File: src/rtl/out_port_4_serial_ctrl.sv
// Sequencer for output port 4's serial path.
// A start request produces one load pulse (Lo4). The block then paces shift-right pulses
// (shift_r) so that each data bit stays on serial_out for BAUD_DIV clocks, and pulses done
// when the frame is finished. It never handles WBUS data itself.
// Ports:
//   CLK      in   system clock, rising edge
//   CLR_n    in   asynchronous active-low reset
//   start    in   frame request, sampled only in IDLE
//   Lo4      out  load port 4 register (one-cycle pulse)
//   shift_r  out  shift port 4 register right (one-cycle pulse)
//   busy     out  high from the Lo4 cycle through the last cycle of the last bit
//   done     out  one-cycle pulse after the frame completes
//   bit_idx  out  index of the bit currently on serial_out, 0 when not in a bit
module out_port_4_serial_ctrl #(
    parameter int unsigned BAUD_DIV  = 4,
    parameter int unsigned DATA_BITS = 8
) (
    input  logic       CLK,
    input  logic       CLR_n,
    input  logic       start,
    output logic       Lo4,
    output logic       shift_r,
    output logic       busy,
    output logic       done,
    output logic [2:0] bit_idx
);

    localparam int unsigned CNT_W = (BAUD_DIV > 1) ? $clog2(BAUD_DIV) : 1;
    localparam int unsigned BIT_W = $clog2(DATA_BITS);
    localparam logic [CNT_W-1:0] CNT_LAST = CNT_W'(BAUD_DIV - 1);
    localparam logic [BIT_W-1:0] BIT_LAST = BIT_W'(DATA_BITS - 1);

    typedef enum logic [1:0] {
        S_IDLE = 2'd0,
        S_LOAD = 2'd1,
        S_BIT  = 2'd2,
        S_DONE = 2'd3
    } state_e;

    state_e           state_q,   state_d;
    logic [CNT_W-1:0] clk_cnt_q, clk_cnt_d;
    logic [BIT_W-1:0] bit_cnt_q, bit_cnt_d;
    logic             lo4_q,     lo4_d;
    logic             shift_r_q, shift_r_d;
    logic             busy_q,    busy_d;
    logic             done_q,    done_d;
    logic [2:0]       bit_idx_q, bit_idx_d;

    // State and registered outputs
    always_ff @(posedge CLK or negedge CLR_n) begin
        if (!CLR_n) begin
            state_q   <= S_IDLE;
            clk_cnt_q <= '0;
            bit_cnt_q <= '0;
            lo4_q     <= 1'b0;
            shift_r_q <= 1'b0;
            busy_q    <= 1'b0;
            done_q    <= 1'b0;
            bit_idx_q <= '0;
        end else begin
            state_q   <= state_d;
            clk_cnt_q <= clk_cnt_d;
            bit_cnt_q <= bit_cnt_d;
            lo4_q     <= lo4_d;
            shift_r_q <= shift_r_d;
            busy_q    <= busy_d;
            done_q    <= done_d;
            bit_idx_q <= bit_idx_d;
        end
    end

    // Next state, counters, and outputs decoded from the next state so they register in step
    always_comb begin
        state_d   = state_q;
        clk_cnt_d = clk_cnt_q;
        bit_cnt_d = bit_cnt_q;

        unique case (state_q)
            S_IDLE: begin
                clk_cnt_d = '0;
                bit_cnt_d = '0;
                if (start) begin
                    state_d = S_LOAD;
                end
            end
            S_LOAD: begin
                state_d   = S_BIT;
                clk_cnt_d = '0;
                bit_cnt_d = '0;
            end
            S_BIT: begin
                if (clk_cnt_q == CNT_LAST) begin
                    clk_cnt_d = '0;
                    if (bit_cnt_q == BIT_LAST) begin
                        state_d   = S_DONE;
                        bit_cnt_d = '0;
                    end else begin
                        bit_cnt_d = bit_cnt_q + BIT_W'(1);
                    end
                end else begin
                    clk_cnt_d = clk_cnt_q + CNT_W'(1);
                end
            end
            S_DONE: begin
                state_d   = S_IDLE;
                clk_cnt_d = '0;
                bit_cnt_d = '0;
            end
            default: begin
                state_d   = S_IDLE;
                clk_cnt_d = '0;
                bit_cnt_d = '0;
            end
        endcase

        lo4_d     = (state_d == S_LOAD);
        busy_d    = (state_d == S_LOAD) || (state_d == S_BIT);
        done_d    = (state_d == S_DONE);
        // The last bit is never shifted out so it stays held on serial_out
        shift_r_d = (state_d == S_BIT) && (clk_cnt_d == CNT_LAST) && (bit_cnt_d != BIT_LAST);
        bit_idx_d = (state_d == S_BIT) ? 3'(bit_cnt_d) : 3'd0;
    end

    assign Lo4     = lo4_q;
    assign shift_r = shift_r_q;
    assign busy    = busy_q;
    assign done    = done_q;
    assign bit_idx = bit_idx_q;

endmodule

File: config.mk
export PLATFORM = sky130hd
export DESIGN_NAME = out_port_4_serial_ctrl
export DESIGN_NICKNAME = d
export VERILOG_FILES = /design/src/rtl/out_port_4_serial_ctrl.sv
export SDC_FILE = /design/constraint.sdc
export NUM_CORES = 1
export LEC_CHECK = 0
export ABC_AREA = 1
export CAP_MARGIN = 20
export CORE_AREA = 2 2 39 41
export CTS_CLUSTER_SIZE = 20
export DETAILED_ROUTE_END_ITERATION = 10
export DIE_AREA = 0 0 41 43
export DONT_BUFFER_PORTS = 1
export REMOVE_ABC_BUFFERS = 1
export SETUP_SLACK_MARGIN = 0.05
export SKIP_CTS_REPAIR_TIMING = 1
export SLEW_MARGIN = 20
export SYNTH_ARGS = -nofsm -noshare
export SYNTH_HDL_FRONTEND = slang
export SYNTH_SLANG_ARGS = --single-unit
File: constraint.sdc
create_clock -name CLK -period 1.4 [get_ports CLK]
set_clock_uncertainty 0.15 [all_clocks]
set_input_delay 0.21 -clock CLK [delete_from_list [all_inputs] [get_ports CLK]]
set_output_delay 0.21 -clock CLK [all_outputs]
set_load 0.1 [all_outputs]
==> flow_results.xml <==
<?xml version="1.0" encoding="UTF-8"?>
<metrics>
  <group name="sta">
    <metric name="maxSlewViolCount" unit="">0</metric>
    <metric name="timing.max_slew.rel_slack" unit="%">60.4</metric>
    <metric name="worstMarginPinSlew" unit="ns">0.592</metric>
    <metric name="finalWorstPathRequiredPeriod" unit="ns">1.61</metric>
    <metric name="unrepaired_setup_endpoints_after_global_routing" unit="">yes</metric>
    <metric name="min_period_over_period" unit="%">115</metric>
    <metric name="max_freq" unit="MHz">621</metric>
    <metric name="finalWorstSetupSlack" unit="ns">-0.211</metric>
    <metric name="final-setup-viol-count" unit="">7</metric>
    <metric name="timing.setup.tns" unit="ns">-1.35</metric>
    <metric name="timing_hold_violations_final" unit="">0</metric>
  </group>
  <group name="cts">
    <metric name="cts_max_level" unit="">1</metric>
    <metric name="cts_buffer_depth" unit="">2</metric>
    <metric name="cts_tree" unit="">yes</metric>
    <metric name="clock_tree.root_cell" unit="">clkbuf_4</metric>
    <metric name="clock-sinks" unit="">14</metric>
    <metric name="cts_buffers" unit="">3</metric>
    <metric name="clk-insertion-delay-late" unit="ns">0.27</metric>
    <metric name="clkTransAtPathRegs" unit="ns">0.08</metric>
  </group>
  <group name="layout">
    <metric name="post_layout_nonfiller_instances" unit="">96</metric>
    <metric name="layout.nets" unit="">92</metric>
    <metric name="regArea" unit="um2">350</metric>
    <metric name="fin_util" unit="%">62.4</metric>
    <metric name="syn2layout_area_growth" unit="%">42.6</metric>
    <metric name="multi_input_area" unit="um2">279</metric>
    <metric name="n_antenna_cell" unit="">0</metric>
    <metric name="num-fill-cells" unit="">110</metric>
    <metric name="post_route_cells_drive_above_1_share" unit="%">46.3</metric>
    <metric name="layout.cells.most_common_list" unit="">15 x buf_4, 14 x dfrtp_1, 8 x inv_1, 8 x nand2_1, 5 x nor2_2</metric>
    <metric name="cell_area_after_layout" unit="um2">863</metric>
    <metric name="leading_cell_type_in_the_layout_fill_and_taps_excluded" unit="">buf_4</metric>
  </group>
  <group name="pwr">
    <metric name="power.leakage" unit="uW">0.000472</metric>
    <metric name="vdd.ir_drop.worst" unit="mV">1.46</metric>
    <metric name="p_total" unit="uW">1930</metric>
    <metric name="cellPowerDensity" unit="mW/mm2">2240</metric>
  </group>
  <group name="drt">
    <metric name="drt_iter0_markers" unit="">2</metric>
    <metric name="via_per_instance_ratio" unit="">4.59</metric>
    <metric name="route.detailed.drc" unit="">0</metric>
    <metric name="routed_wirelength" unit="um">1070</metric>
    <metric name="route.antenna.remaining_nets" unit="">0</metric>
    <metric name="drtPass1Iterations" unit="">2</metric>
    <metric name="wl_per_cell" unit="um">11.1</metric>
    <metric name="via_count" unit="">441</metric>
  </group>
  <group name="grt">
    <metric name="grt_pass1_wl" unit="um">1610</metric>
    <metric name="grt_antenna_before_repair" unit="">0</metric>
    <metric name="grt_start_max_net_pins" unit="">15</metric>
    <metric name="grt_pass1_vias" unit="">412</metric>
    <metric name="grt-ovfl-total" unit="">0</metric>
    <metric name="grtUsageTotal" unit="%">14.0</metric>
  </group>
  <group name="yosys">
    <metric name="synth.yosys.warnings" unit="">0</metric>
    <metric name="synth.yosys.seq_area_share" unit="%">57.9</metric>
    <metric name="syn-instance-count" unit="">59</metric>
    <metric name="synth_largest_area_cell" unit="">dfrtp_1</metric>
    <metric name="ys_seq_elements" unit="">14</metric>
    <metric name="yosys.area.top_type_share" unit="%">57.9</metric>
    <metric name="largest_cells_by_area_after_synthesis" unit="">dfrtp_1 58%, ha_1 17%, inv_1 6.8%</metric>
    <metric name="synth_area_per_cell" unit="um2">10.3</metric>
    <metric name="mappedNetlistArea" unit="um2">606</metric>
    <metric name="synth.distinct_cells" unit="">10</metric>
  </group>
  <group name="worst_hold_path">
    <metric name="holdPathStages" unit="">3</metric>
    <metric name="timing.hold.worst_endpoint" unit="">state_q[0]$_DFF_PN0_</metric>
    <metric name="timing.hold.worst.start" unit="">start</metric>
    <metric name="min_path_type" unit="">in2reg</metric>
  </group>
  <group name="placement">
    <metric name="placed_cells" unit="">90</metric>
    <metric name="gp_congestion" unit="">0.692</metric>
    <metric name="buffer_ports.inserted" unit="">0</metric>
    <metric name="placedInstanceArea" unit="um2">738</metric>
    <metric name="hpwlAfterDp" unit="um">764</metric>
  </group>
  <group name="floorplan">
    <metric name="die_area" unit="mm2">0.00176</metric>
    <metric name="chipHeight" unit="um">43</metric>
    <metric name="initial_core_util" unit="%">43.8</metric>
    <metric name="ios" unit="">10</metric>
    <metric name="coreArea" unit="mm2">0.00138</metric>
    <metric name="chip_width" unit="um">41</metric>
    <metric name="fp-row-count" unit="">14</metric>
  </group>
  <group name="run_status">
    <metric name="violated_checks" unit="">negative setup slack</metric>
    <metric name="result_of_the_run" unit="">complete, but fails checks</metric>
  </group>
  <group name="worst_setup_path">
    <metric name="regToRegEndpoint" unit="">busy$_DFF_PN0_</metric>
    <metric name="worstPathMaxFanout" unit="">2</metric>
    <metric name="crit_type" unit="">reg2reg</metric>
    <metric name="crit_arrival" unit="ns">1.64</metric>
    <metric name="cp-startpoint" unit="">bit_cnt_q[1]$_DFF_PN0_</metric>
    <metric name="worstPathRequired" unit="ns">1.43</metric>
    <metric name="rr_worst_depth" unit="">9</metric>
    <metric name="regToRegSetupSlack" unit="ns">-0.21</metric>
    <metric name="crit_path_start_kind" unit="">flip-flop</metric>
    <metric name="endpoint_kind" unit="">flip-flop</metric>
    <metric name="rr_startpoint" unit="">bit_cnt_q[1]$_DFF_PN0_</metric>
  </group>
  <group name="job">
    <metric name="max_cap_violations" unit="">0</metric>
  </group>
</metrics>
[synth_stat cells, drive strengths merged]
cell	n
dfrtp	14
nand2	10
or2	1
nor2	9
ha	8
o21ai	3
nand3	3
inv	11
[metal layers]
layer	part of all wire [%]	track usage, %
met1	38	16.0
met2	57	21.3
met3	4.3	5.24
met4	0	8.00
met5	0	0
[worst max-delay path, stage by stage (launching register included)]
cell and delay (ns):
dfrtp_1 0.36, ha_2 0.20, ha_4 0.14, nand2_2 0.04
nand2_1 0.05, nand2_1 0.06, o21ai_2 0.17, inv_2 0.06
ha_4 0.26, inv_2 0.02
[flip-flops by register name, indices dropped and copies added, names as in the netlist]
name       count
clk_cnt_q      2
shift_r        1
state_q        2
done           1
busy           1
bit_cnt_q      3
bit_idx        3
Lo4            1
[cells by family after synthesis]
logic type                 after synthesis  share of synthesized area [%]
adders and majority gates                8                           16.5
DFF                                     14                           57.9
AOI/OAI and AO/OA                        3                           3.10
and+or+nand+nor                         23                           15.7
buffers and inverters                   11                           6.82
[stage by stage]
step,setup slack [ns],hold WS (ns)
3_3_place_gp,-0.223,-0.235
4_1_cts,-0.284,-0.541
6_report,-0.211,0.112
3_5_place_dp,-0.256,-0.235
5_1_grt,-0.295,0.124
2_1_floorplan,-0.169,-0.236
[final cells by class]
cell class	count	share of cell area, %
tap	16	2.32
sequential	14	40.6
timing repair buffer	17	15.5
multi-input combinational	34	32.3
clock buffer	4	4.20
inverter	11	5.07
[where the power goes]
group / total (uW) / switching, uW / internal [uW]
Sequential: 558 / 50.5 / 508
Combinational: 1090 / 676 / 412
Clock: 284 / 126 / 158
Total: 1930 / 853 / 1080
[worst max path at each step]
stage	endpoint	slack, ns
finish	busy$_DFF_PN0_	-0.21
global placement	shift_r$_DFF_PN0_	-0.22
floorplan	bit_idx[0]$_DFF_PN0_	-0.17
global route	busy$_DFF_PN0_	-0.29
CTS	bit_idx[0]$_DFF_PN0_	-0.28
detailed placement	bit_idx[0]$_DFF_PN0_	-0.26
Power figures use the tool's default switching activity.
